**config.mk**
```make
export PLATFORM = sky130hd
export DESIGN_NAME = rf_param
export DESIGN_NICKNAME = d
export VERILOG_FILES = /design/src/rtl/rf_param.sv
export SDC_FILE = /design/constraint.sdc
export NUM_CORES = 1
export LEC_CHECK = 0
export ABC_CLOCK_PERIOD_IN_PS = 2360
export BUFFER_PORTS_ARGS = -buffer_cell sky130_fd_sc_hd__buf_2
export CAP_MARGIN = 25
export CORE_UTILIZATION = 40
export CTS_CLUSTER_SIZE = 14
export DETAILED_ROUTE_END_ITERATION = 8
export SLEW_MARGIN = 30
export SYNTH_ARGS = -nofsm -noshare
export SYNTH_HDL_FRONTEND = slang
export SYNTH_SLANG_ARGS = --single-unit
```
**constraint.sdc**
```tcl
create_clock -name clk -period 2.36 [get_ports clk]
set_clock_uncertainty 0.1 [all_clocks]
set_input_delay 0.472 -clock clk [delete_from_list [all_inputs] [get_ports clk]]
set_output_delay 0.472 -clock clk [all_outputs]
set_load 0.02 [all_outputs]
```
**src/rtl/rf_param.sv**
```systemverilog
// rf_param: parametrised architectural register file for the decode stage.
// Two combinational read ports and one write port. Options: write-to-read
// bypass and a hardwired-zero register 0. A bulk-clear engine zeroes one
// register per cycle in ascending order while writes are refused.
module rf_param #(
    parameter int WIDTH    = 16,
    parameter int REGS     = 8,
    parameter int SELW     = 3,
    parameter int BYPASS   = 1,
    parameter int ZERO_REG = 0
) (
    input  logic             clk,
    input  logic             rst,
    input  logic [SELW-1:0]  readReg1Sel,
    input  logic [SELW-1:0]  readReg2Sel,
    input  logic [SELW-1:0]  writeRegSel,
    input  logic [WIDTH-1:0] writeData,
    input  logic             writeEn,
    input  logic             clrReq,
    output logic [WIDTH-1:0] readData1,
    output logic [WIDTH-1:0] readData2,
    output logic             busy,
    output logic             err
);

    typedef enum logic {
        IDLE,
        CLEAR
    } state_t;

    // One bit wider than the select so REGS == 2**SELW still compares correctly
    localparam logic [SELW:0]   REGS_W = (SELW + 1)'(REGS);
    localparam logic [SELW-1:0] LAST   = SELW'(REGS - 1);

    state_t           state;
    logic [SELW-1:0]  cnt;
    logic [WIDTH-1:0] regs [REGS];

    logic writeInRange;
    logic writeZeroTarget;
    logic writeAccept;

    function automatic logic inRange(input logic [SELW-1:0] sel);
        return ({1'b0, sel} < REGS_W);
    endfunction

    function automatic logic isZeroReg(input logic [SELW-1:0] sel);
        return (ZERO_REG != 0) && (sel == '0);
    endfunction

    // Read mux: out-of-range and hardwired-zero reads give 0, bypass takes
    // priority over stored contents. Outputs are held at 0 while in reset.
    function automatic logic [WIDTH-1:0] readPort(input logic [SELW-1:0] sel);
        logic [WIDTH-1:0] value;
        value = '0;
        if (!rst || !inRange(sel) || isZeroReg(sel)) begin
            value = '0;
        end else if ((BYPASS != 0) && writeAccept && (writeRegSel == sel)) begin
            value = writeData;
        end else begin
            value = regs[sel];
        end
        return value;
    endfunction

    // Write qualification and rejection flag
    always_comb begin
        writeInRange    = inRange(writeRegSel);
        writeZeroTarget = isZeroReg(writeRegSel);
        writeAccept     = writeEn && (state == IDLE) && writeInRange && !writeZeroTarget;
        err             = rst && writeEn && ((state == CLEAR) || !writeInRange);
    end

    // Both read ports, independently bypassed
    always_comb begin
        readData1 = readPort(readReg1Sel);
        readData2 = readPort(readReg2Sel);
    end

    // Register array, clear sequencer and busy flag
    always_ff @(posedge clk or negedge rst) begin
        if (!rst) begin
            state <= IDLE;
            cnt   <= '0;
            busy  <= 1'b0;
            for (int unsigned i = 0; i < REGS; i++) begin
                regs[i] <= '0;
            end
        end else begin
            case (state)
                IDLE: begin
                    // A write in the same cycle as clrReq still commits
                    if (writeAccept) begin
                        regs[writeRegSel] <= writeData;
                    end
                    if (clrReq) begin
                        state <= CLEAR;
                        cnt   <= '0;
                        busy  <= 1'b1;
                    end
                end
                CLEAR: begin
                    regs[cnt] <= '0;
                    if (cnt == LAST) begin
                        state <= IDLE;
                        cnt   <= '0;
                        busy  <= 1'b0;
                    end else begin
                        cnt <= cnt + 1'b1;
                    end
                end
                default: begin
                    state <= IDLE;
                    cnt   <= '0;
                    busy  <= 1'b0;
                end
            endcase
        end
    end

endmodule
```
==> impl_results.md, run 1 <==
- Commonest non-fill, non-tap cells in the layout: dfrtp_1, a22o_1, buf_4
- Yosys warns: 0
- Die Ht: between 100 and 150 microns
- Post-synth top area cell: dfrtp_1
- Layout cells sized above 1: 42.7%
- Wire length on met1: between 10,000 and 15,000 microns
- Synth top area share: between 40% and 50%
- Max cap viols: 0
- Setup ws final: -23.6 ps
- Setup CP Type: input port to primary output
- Drt via density: between 6 and 7
- Most common cell after layout, fill and taps aside: dfrtp_1
- Initial antenna violation count: 0
- Failing checks: setup timing
- Crit Path Max Fanout: 32
- Fillcell total: roughly 1,400
- Post-route ant nets: 0
- Syn_nets: 637
- RSZ-0062 raised after global routing: true
- Pleak: around 4.3 nW
- Final wirelength: 25,200 microns
- Avg Inst Size Synth: approximately 12 sq um
- Post-synthesis cell count: between 600 and 700
- P&R area growth vs syn: 32.8%
- CTS buffer count: 17
- Slew HR: roughly 44%
- Starting Density: between 40% and 50%
- Endpoint class of the critical path: primary output
- HPWL Detailed: between 15,000 and 20,000 microns
- Vias in the first global route: approximately 6,400
- CTS tree: done
- DRT Pass-1 Iters: 5
- Clk Latency, worst-skew pair: 430 ps
- Status: finished, violations left
- Gr usage total: between 20% and 30%
- Tmin final: ~2400 ps
- Rows: 48
- Via Count: about 6,300
- Worst VDD drop: approximately 0.8 mV
- Register area: 0.00333 sq mm
- Largest net degree at the start of global routing: 33
- Mapped Area: ~0.0073 sq mm
- Worst-margin pin slew: 830 ps
- CP Data Arrival Time: ~1800 ps
- Design Power: 9.59 mW
- CTS HTree Levels: 4
- Hold WS: 57.3 ps
- First-pass GRT wire length: around 38,000 microns
- Initial drt markers: between 500 and 600
- Ant. Diodes: 0
- Root buffer cell: clkbuf_16
- DRC: 0
- Wire length on met2: 11,800 microns
- Synth Register Bits: 133
- Startpoint Class: input port
- Pins Over Slew Limit: 0
- Power Dens Cells: 995 mW/mm^2
- Unique masters post-synth: 34
- Die Area: around 0.019 sq mm
- Post-Place Worst Slack: -139 ps
- Hold Crit Class: input port to async pin
- Grt ovf: 0
- Fin nets: between 700 and 800
- I/O pins: 63
- Die W: between 100 and 150 microns
- Final Hold Viols: 0
- Multi-input gate area: 0.00400 sq mm
- Sequential area share after synthesis: a little under half
- Max frequency: approximately 420 MHz
- Worst-path clk slew: about 60 ps
- Routed len/inst: between 20 and 30 microns
- Largest cells by area after synthesis: dfrtp_1, a22o_1, mux4_2
- Worst EP required: between 1500 and 2000 ps
- DR WL met3: between 2000 and 2500 microns
- Number of port buffers: 62
- Placer Congestion: approximately 0.86
- Final worst path period share: 101%
- Placeable Area: about 0.017 sq mm
- Max Root-Sink Buffers: 2
- Top Metal Used: met4
- Final setup viols: 7
- CTS sink cnt: ~130
## metrics by stage
stage               TNS (ps)  util [%]  cell area, sq um  std cells
floorplan                  0         -              7330        606
global placement       -1130      47.9              8370        904
detailed placement     -1390      48.2              8420        904
CTS                    -8.53      53.5              9340        948
global route            -995      55.1              9640        955
finish                  -107      55.1              9640        955
## routing by layer
| metal | global-route usage [%] | up-vias |
|---|---|---|
| met2 | 44.2 | 358 |
| met3 | 7.11 | 58 |
| met1 | 38.1 | 3299 |
| met5 | 0 | - |
| met4 | 10.6 | 0 |
| li1 | - | 2618 |
## where the power goes
part           switching [mW]  internal (mW)  leakage [nW]  total (mW)
clock network            1.01           1.88         0.306        2.89
registers               0.610           2.93          1.82        3.54
logic                    1.68           1.49          2.16        3.17
total                    3.30           6.29          4.29        9.59
## critical path: stages
cell and delay [ps]:
buf_2 180, xnor2_1 150, buf_4 130, nand4_1 120
buf_12 220, o21ai_0 100, a21oi_1 210, buf_2 210
## state kept, by name (all words and copies together), names as in the netlist
| register | flops |
|---|---|
| busy | 1 |
| cnt | 3 |
| regs | 128 |
| state | 1 |
## what timing repair did
item,CTS,global route
resized for setup,50,71
setup buffers,4,7
hold buffers,5,0
pin swaps,5,5
endpoints found under the hold margin,13,0
cloned,3,0
endpoints found under the setup margin,32,32
## worst paths after layout
path	endpoint	start	slack, ps	cells past startpoint
max reg2reg	regs[7]$_DFFE_PN0P_	state$_DFF_PN0_	400	6
min in group clk	cnt[2]$_DFFE_PN0P_	clrReq	170	2
max in group asynchronous	regs[22]$_DFFE_PN0P_	rst	970	2
min	regs[87]$_DFFE_PN0P_	rst	60	2
min reg2reg	regs[99]$_DFFE_PN0P_	regs[99]$_DFFE_PN0P_	420	1
max	readData1[1]	readReg1Sel[0]	-20	8
## synth_stat cells
| cell type | number |
|---|---|
| nor2_1 | 2 |
| a21oi_1 | 63 |
| o21ai_0 | 34 |
| mux2i_1 | 63 |
| nand2_1 | 4 |
| nor3_4 | 2 |
| a22o_1 | 128 |
| buf_2 | 24 |
| dfrtp_1 | 133 |
| a41oi_2 | 1 |
| nand3b_1 | 1 |
| nand3_1 | 1 |
| xnor2_1 | 6 |
| clkbuf_1 | 25 |
| a21oi_2 | 2 |
| or3b_4 | 1 |
| nand4_1 | 2 |
| inv_1 | 3 |
| nor2b_1 | 3 |
| mux4_2 | 34 |
| nand2b_1 | 5 |
| a31oi_2 | 4 |
| and2b_1 | 1 |
| nor2_4 | 2 |
| nor2_2 | 1 |
| and3_1 | 1 |
| nor4_4 | 1 |
| buf_6 | 2 |
| nor3_2 | 2 |
| buf_4 | 2 |
| buf_1 | 17 |
| o22ai_1 | 32 |
| or2_2 | 2 |
| ha_1 | 2 |
## cells by family (layout without fill, tap and decap cells)
kind of cell | Yosys count | count (layout) | synth area share, %
simple gates | 31 | 31 | 3.28
fa+ha+maj | 2 | 2 | 0.345
flops | 133 | 133 | 45.9
xor+xnor | 6 | 6 | 0.724
mux | 97 | 97 | 19.2
compound gates | 264 | 264 | 26.1
buf+inv | 73 | 197 | 4.50
## layout make-up
class	count	area share (%)
inverters	3	0.117
well taps	225	2.92
repair buffers	162	14.4
clock buffers	24	5.10
multi-input cells	400	41.5
clock inverters	8	1.51
flip-flops and latches	133	34.5
(Power assumes the default switching activity.)
==> inputs of run 2 (changes only) <==
--- a/config.mk
+++ b/config.mk
@@ -8,9 +8,12 @@
 export ABC_CLOCK_PERIOD_IN_PS = 2360
 export BUFFER_PORTS_ARGS = -buffer_cell sky130_fd_sc_hd__buf_2
 export CAP_MARGIN = 25
+export CELL_PAD_IN_SITES_DETAIL_PLACEMENT = 0
+export CELL_PAD_IN_SITES_GLOBAL_PLACEMENT = 1
 export CORE_UTILIZATION = 40
 export CTS_CLUSTER_SIZE = 14
 export DETAILED_ROUTE_END_ITERATION = 8
+export PLACE_DENSITY_LB_ADDON = 0.1
 export SLEW_MARGIN = 30
 export SYNTH_ARGS = -nofsm -noshare
 export SYNTH_HDL_FRONTEND = slang
==> run 2 against run 1 <==
- the flow still finishes with violations (setup timing)
- via count decreased by 3.2%
- fmax grew 0.85%
- non-clock buffer count is 16 lower
- sequential share of layout area up 0.099 points
- core utilization fell by 0.18 points
- global-route usage grew 0.90 points
==> impl_results.md, run 2 (synthesis gave the netlist of run 1 again) <==
- Wire length on met2: 12,700 microns (+7.7%)
- Grt ovf: 0 (unchanged)
- Starting Density: 41.5% (unchanged)
- Register area: 0.00333 sq mm (about the same)
- Number of port buffers: 62 (unchanged)
- Comb power frac: 33.8% (+0.8 points)
- Final Hold Viols: 0 (unchanged)
- Sw power: 3.44 mW (+4.1%)
- Worst VDD drop: 0.658 mV (-17%)
- Max Root-Sink Buffers: 2 (unchanged)
- Crit path cell chain: buf_2, buf_12, nand2b_1, buf_4, o22ai_1, a21oi_1, a21oi_1, buf_4
- Placeable Area: 0.0175 sq mm (unchanged)
- Endpoint class of the critical path: primary output
- Clk Latency, worst-skew pair: 430 ps (about the same)
- Startpoint Class: input port
- Drt via density: 6.53 (-1.5%)
- Root buffer cell: clkbuf_16
- Die Area: 0.0187 sq mm (unchanged)
- Hold WS: 18.8 ps (-38.5 ps)
- DRC: 0 (unchanged)
- Sequential cell fraction of total power: 36.7% (-0.2 points)
- DRT Pass-1 Iters: 5 (unchanged)
- Initial drt markers: 386 (-35%)
- Commonest non-fill, non-tap cells in the layout: dfrtp_1, a22o_1, buf_4
- First-pass GRT wire length: 39,400 microns (+3.1%)
- Wire length on met1: 11,200 microns (+5.4%)
- Final TNS setup: -5.98 ps (+101 ps)
- CP max-delay cell: o22ai_1
- Family with the most delay on the worst path: buffers and inverters
- Die Ht: 137 microns (unchanged)
- Failing checks: setup timing
- Ant. Diodes: 0 (unchanged)
- Rows: 48 (unchanged)
- Crit path buf inv count: 4 (unchanged)
- Max reg flops: 128 (unchanged)
- Vias in the first global route: 6,306 (-1.8%)
- Pleak: 4.26 nW (-0.84%)
- Layout cells sized above 1: 42.9% (+0.12 points)
- Worst-margin pin slew: 861 ps (+30.6 ps)
- Most flop-heavy register: regs
- Max cap viols: 0 (unchanged)
- P&R area growth vs syn: 32.4%
- Internal power: 6.12 mW (-2.7%)
- Via Count: 6,132 (-3.2%)
- Initial antenna violation count: 0 (unchanged)
- Switching share of power: 36.0% (+1.5 points)
- I/O pins: 63 (unchanged)
- Die W: 137 microns (unchanged)
- Post-Place Worst Slack: -130 ps (+8.91 ps)
- Slew HR: 42.4% (-2.0 points)
- CP Data Arrival Time: 1790 ps (-20 ps)
- Routed len/inst: 27.6 microns (+4.6%)
- Fillcell total: 1,445 (unchanged)
- HPWL Detailed: 16,100 microns (+0.27%)
- Pins Over Slew Limit: 0 (unchanged)
- Fin nets: 732 (-2.1%)
- Setup ws final: -3.47 ps (+20.1 ps)
- Max frequency: 423 MHz (+0.85%)
- Top Metal Used: met4
- Hold Crit Class: input port to async pin
- Final setup viols: 2 (-5)
- Worst-path clk slew: 60 ps (about the same)
- Tmin final: 2360 ps (-20.1 ps)
- CTS sink cnt: 133 (unchanged)
- Worst EP required: 1790 ps (about the same)
- Clock power frac: 29.5% (-0.6 points)
- Power Dens Cells: 995 mW/mm^2 (about the same)
- Post-route ant nets: 0 (unchanged)
- CTS HTree Levels: 4 (unchanged)
- Placer Congestion: 0.853 (-0.66%)
- Gr usage total: 29.3% (+0.90 points)
- Final wirelength: 26,000 microns (+2.8%)
- RSZ-0062 raised after global routing: true
- Final worst path period share: 100% (-0.85 points)
- DR WL met3: 1550 microns (-30%)
- Most common cell after layout, fill and taps aside: dfrtp_1
- Setup CP Type: input port to primary output
- Crit Path Max Fanout: 10 (-69%)
- CTS buffer count: 17 (unchanged)
- Worst path max stage delay: 260 ps (+40 ps)
- Multi-input gate area: 0.00401 sq mm (+0.31%)
- Largest net degree at the start of global routing: 30 (-9.1%)
- Status: finished, violations left
- CTS tree: done
- Largest registers: regs (128), cnt (3)
[run 2: repair_timing]
item / in CTS / in global routing
gates cloned: 2 / 2
buffers inserted: 9 / 2
endpoints found under the setup margin: 32 / 32
hold endpoints to repair: 6 / 0
resized for setup: 102 / 52
pin swaps: 4 / 4
hold buffers: 3 / 0
[run 2: final timing paths]
| path | startpoint | endpoint | slack [ps] | cells after the start |
|---|---|---|---|---|
| setup / recovery | readReg2Sel[0] | readData2[1] | -3 | 8 |
| hold reg to reg | regs[78]$_DFFE_PN0P_ | regs[78]$_DFFE_PN0P_ | 420 | 1 |
| hold / removal | rst | regs[47]$_DFFE_PN0P_ | 20 | 2 |
| max in group asynchronous | rst | cnt[2]$_DFFE_PN0P_ | 740 | 3 |
| min in group clk | clrReq | cnt[2]$_DFFE_PN0P_ | 190 | 2 |
| setup reg to reg | state$_DFF_PN0_ | regs[80]$_DFFE_PN0P_ | 420 | 4 |
[run 2: per-stage QoR]
step | std cells | area [sq um] | util [%] | total power [mW]
2_1_floorplan | 606 | 7330 | - | 5.30
3_3_place_gp | 890 | 8280 | 47.4 | 6.26
3_5_place_dp | 890 | 8310 | 47.6 | 6.40
4_1_cts | 935 | 9340 | 53.4 | 9.41
5_1_grt | 939 | 9610 | 55.0 | 9.94
6_report | 939 | 9610 | 55.0 | 9.56
[run 2: layer usage]
layer,vias up,global-route usage (%)
met5,-,0
met3,41,5.78
met2,250,46.5
li1,2592,-
met1,3249,39.8
met4,0,10.3
[run 2: power by group through the flow]
| stage | registers (mW) | clock network (mW) | logic (mW) |
|---|---|---|---|
| floorplan | 3.33 | 0 | 1.97 |
| global placement | 3.48 | 0 | 2.78 |
| detailed placement | 3.49 | 0 | 2.90 |
| CTS | 3.47 | 2.85 | 3.09 |
| global route | 3.56 | 2.96 | 3.42 |
| finish | 3.50 | 2.82 | 3.23 |
[run 2: layout make-up]
class                           count  area share (%)
Sequential cell                   133            34.6
Clock inverter                     15            2.01
Multi-Input combinational cell    400            41.7
Clock buffer                       17            4.43
Tap cell                          225            2.93
Inverter                            3           0.117
Timing Repair Buffer              146            14.2
==> inputs of run 3 (changes only) <==
--- a/config.mk
+++ b/config.mk
@@ -11,6 +11,7 @@
 export CELL_PAD_IN_SITES_DETAIL_PLACEMENT = 0
 export CELL_PAD_IN_SITES_GLOBAL_PLACEMENT = 1
 export CORE_UTILIZATION = 40
+export CTS_BUF_LIST = sky130_fd_sc_hd__clkbuf_4
 export CTS_CLUSTER_SIZE = 14
 export DETAILED_ROUTE_END_ITERATION = 8
 export PLACE_DENSITY_LB_ADDON = 0.1
==> run 3 against run 2 <==
- global-route usage is 0.40 points lower
- final cell count is 0.11% lower
- combinational power is 2% lower
- non-clock buffer count is 2 lower
- the flow still finishes with violations (setup timing)
- highest routed layer unchanged
- largest power group unchanged
- clock power is 38% lower
- power is 12% lower
==> impl_results.md, run 3 (synthesis gave the netlist of run 1 again) <==
- Status: finished, violations left
- Failing checks: setup timing
- CP Data Arrival Time: 1970 ps (+180 ps)
- Worst-path clk slew: 130 ps (+70 ps)
- CTS sink cnt: 133 (unchanged)
- Gr usage total: 28.9% (-0.40 points)
- Final worst path period share: 108% (+7.5 points)
- Clk Latency, worst-skew pair: 580 ps (+150 ps)
- Hold path endpoint: cnt[2]$_DFFE_PN0P_
- RSZ-0062 raised after global routing: true
- Die Ht: 137 microns (unchanged)
- Startpoint Class: flop
- Hold Crit Class: input port to flop
- Max cap viols: 0 (unchanged)
- Post-Place Worst Slack: -130 ps (unchanged)
- Largest registers: regs (128), cnt (3)
- Hold path depth: 2
- Max reg flops: 128 (unchanged)
- Final Hold Viols: 0 (unchanged)
- FF-to-FF path depth: 4 (unchanged)
- Number of port buffers: 62 (unchanged)
- Initial antenna violation count: 1 (+1)
- Rows: 48 (unchanged)
- Die W: 137 microns (unchanged)
- Tmin final: 2540 ps (+177 ps)
- Worst flop-to-flop path startpoint: state$_DFF_PN0_
- Placer Congestion: 0.853 (unchanged)
- Root buffer cell: clkbuf_4
- Via Count: 6,085 (-0.77%)
- DRC: 0 (unchanged)
- Crit Path Max Fanout: 9 (-1)
- Power Dens Cells: 911 mW/mm^2 (-8.4%)
- Final Cell Area: 0.00924 sq mm (-3.8%)
- CTS HTree Levels: 4 (unchanged)
- DRT Pass-1 Iters: 5 (unchanged)
- Commonest non-fill, non-tap cells in the layout: dfrtp_1, a22o_1, buf_4
- Slew HR: 41.6% (-0.79 points)
- Reg2reg setup slack: 410 ps (about the same)
- P&R area growth vs syn: 27.3%
- Setup CP Type: flop to primary output
- Most flop-heavy register: regs
- DP Area: 0.00831 sq mm (unchanged)
- I/O pins: 63 (unchanged)
- First-pass GRT wire length: 38,900 microns (-1.4%)
- Setup ws final: -180 ps (-177 ps)
- Fillcell total: 1,495 (+3.5%)
- Pins Over Slew Limit: 0 (unchanged)
- Max frequency: 394 MHz (-7.0%)
- Initial drt markers: 344 (-11%)
- Fin nets: 730 (-0.27%)
- Worst VDD drop: 0.645 mV (-2.0%)
- Most common cell after layout, fill and taps aside: dfrtp_1
- Vias in the first global route: 6,281 (-0.40%)
- Final setup viols: 32 (+30)
- Design Power: 8.41 mW (-12%)
- Die Area: 0.0187 sq mm (unchanged)
- Worst-margin pin slew: 873 ps (+11.9 ps)
- Post-route ant nets: 0 (unchanged)
- Max Root-Sink Buffers: 2 (unchanged)
- Placeable Area: 0.0175 sq mm (unchanged)
- Drt via density: 6.49 (-0.66%)
- Grt ovf: 0 (unchanged)
- Layout cells sized above 1: 40.9% (-2.0 points)
- Largest net degree at the start of global routing: 30 (unchanged)
- Final TNS setup: -4140 ps (-4130 ps)
- Final wirelength: 25,600 microns (-1.5%)
- HPWL Detailed: 16,100 microns (unchanged)
- Min-delay src: clrReq
- Pleak: 4.10 nW (-3.6%)
- CTS buffer count: 17 (unchanged)
- Worst EP required: 1790 ps (about the same)
- Routed len/inst: 27.3 microns (-1.4%)
- Endpoint class of the critical path: primary output
- Starting Density: 41.5% (unchanged)
- Reg2reg end: regs[94]$_DFFE_PN0P_
- CTS tree: done
-- run 3: metrics by stage --
step                cells  hold slack (ps)  utilization (%)
floorplan             606             76.4                -
global placement      890              226             47.4
detailed placement    890              230             47.6
CTS                   933             8.31             51.9
global route          938            -5.09             52.9
finish                938             22.3             52.9
-- run 3: layout make-up --
cell class,count,area [sq um],share of cell area [%]
timing repair buffer,144,1330,14.4
multi-input combinational,400,3960,42.9
clock inverter,15,193,2.09
sequential,133,3330,36.0
antenna,1,2.50,0.0271
clock buffer,17,128,1.38
tap,225,282,3.05
inverter,3,11.3,0.122
-- run 3: power by group --
part           switching, mW  internal, mW
clock network          0.987         0.763
registers              0.575          2.91
logic                   1.69          1.49
-- run 3: metal layers --
layer / part of all wire (%) / global-route usage [%] / vias up / routed length (microns)
li1: - / - / 2589 / -
met1: 44 / 38.9 / 3219 / 11200
met2: 49 / 46.7 / 236 / 12500
met3: 5.5 / 5.96 / 41 / 1410
met4: 1.9 / 8.77 / 0 / 480
met5: 0 / 0 / - / 0
-- run 3: how the worst max path moves through the flow --
| stage | from | end | cells past startpoint |
|---|---|---|---|
| after global placement | readReg1Sel[1] | readData1[0] | 8 |
| final | state$_DFF_PN0_ | readData2[14] | 5 |
| after floorplan | readReg1Sel[0] | readData1[10] | 7 |
| after CTS | state$_DFF_PN0_ | readData2[14] | 5 |
| after detailed placement | readReg1Sel[1] | readData1[0] | 8 |
| after global routing | state$_DFF_PN0_ | readData1[14] | 7 |
-- run 3: timing repair --
item,4_1_cts,5_1_grt
endpoints found under the hold margin,85,0
gates cloned,2,2
endpoints found under the setup margin,32,32
buffers inserted,6,2
hold buffers,4,0
pin swaps,12,1
resized for setup,115,23
-- run 3: critical path: stages (launching register included) --
cell and delay (ps):
dfrtp_1 430, nor2b_2 140, nand4_1 120, buf_6 180, a21oi_1 290, buf_2 240
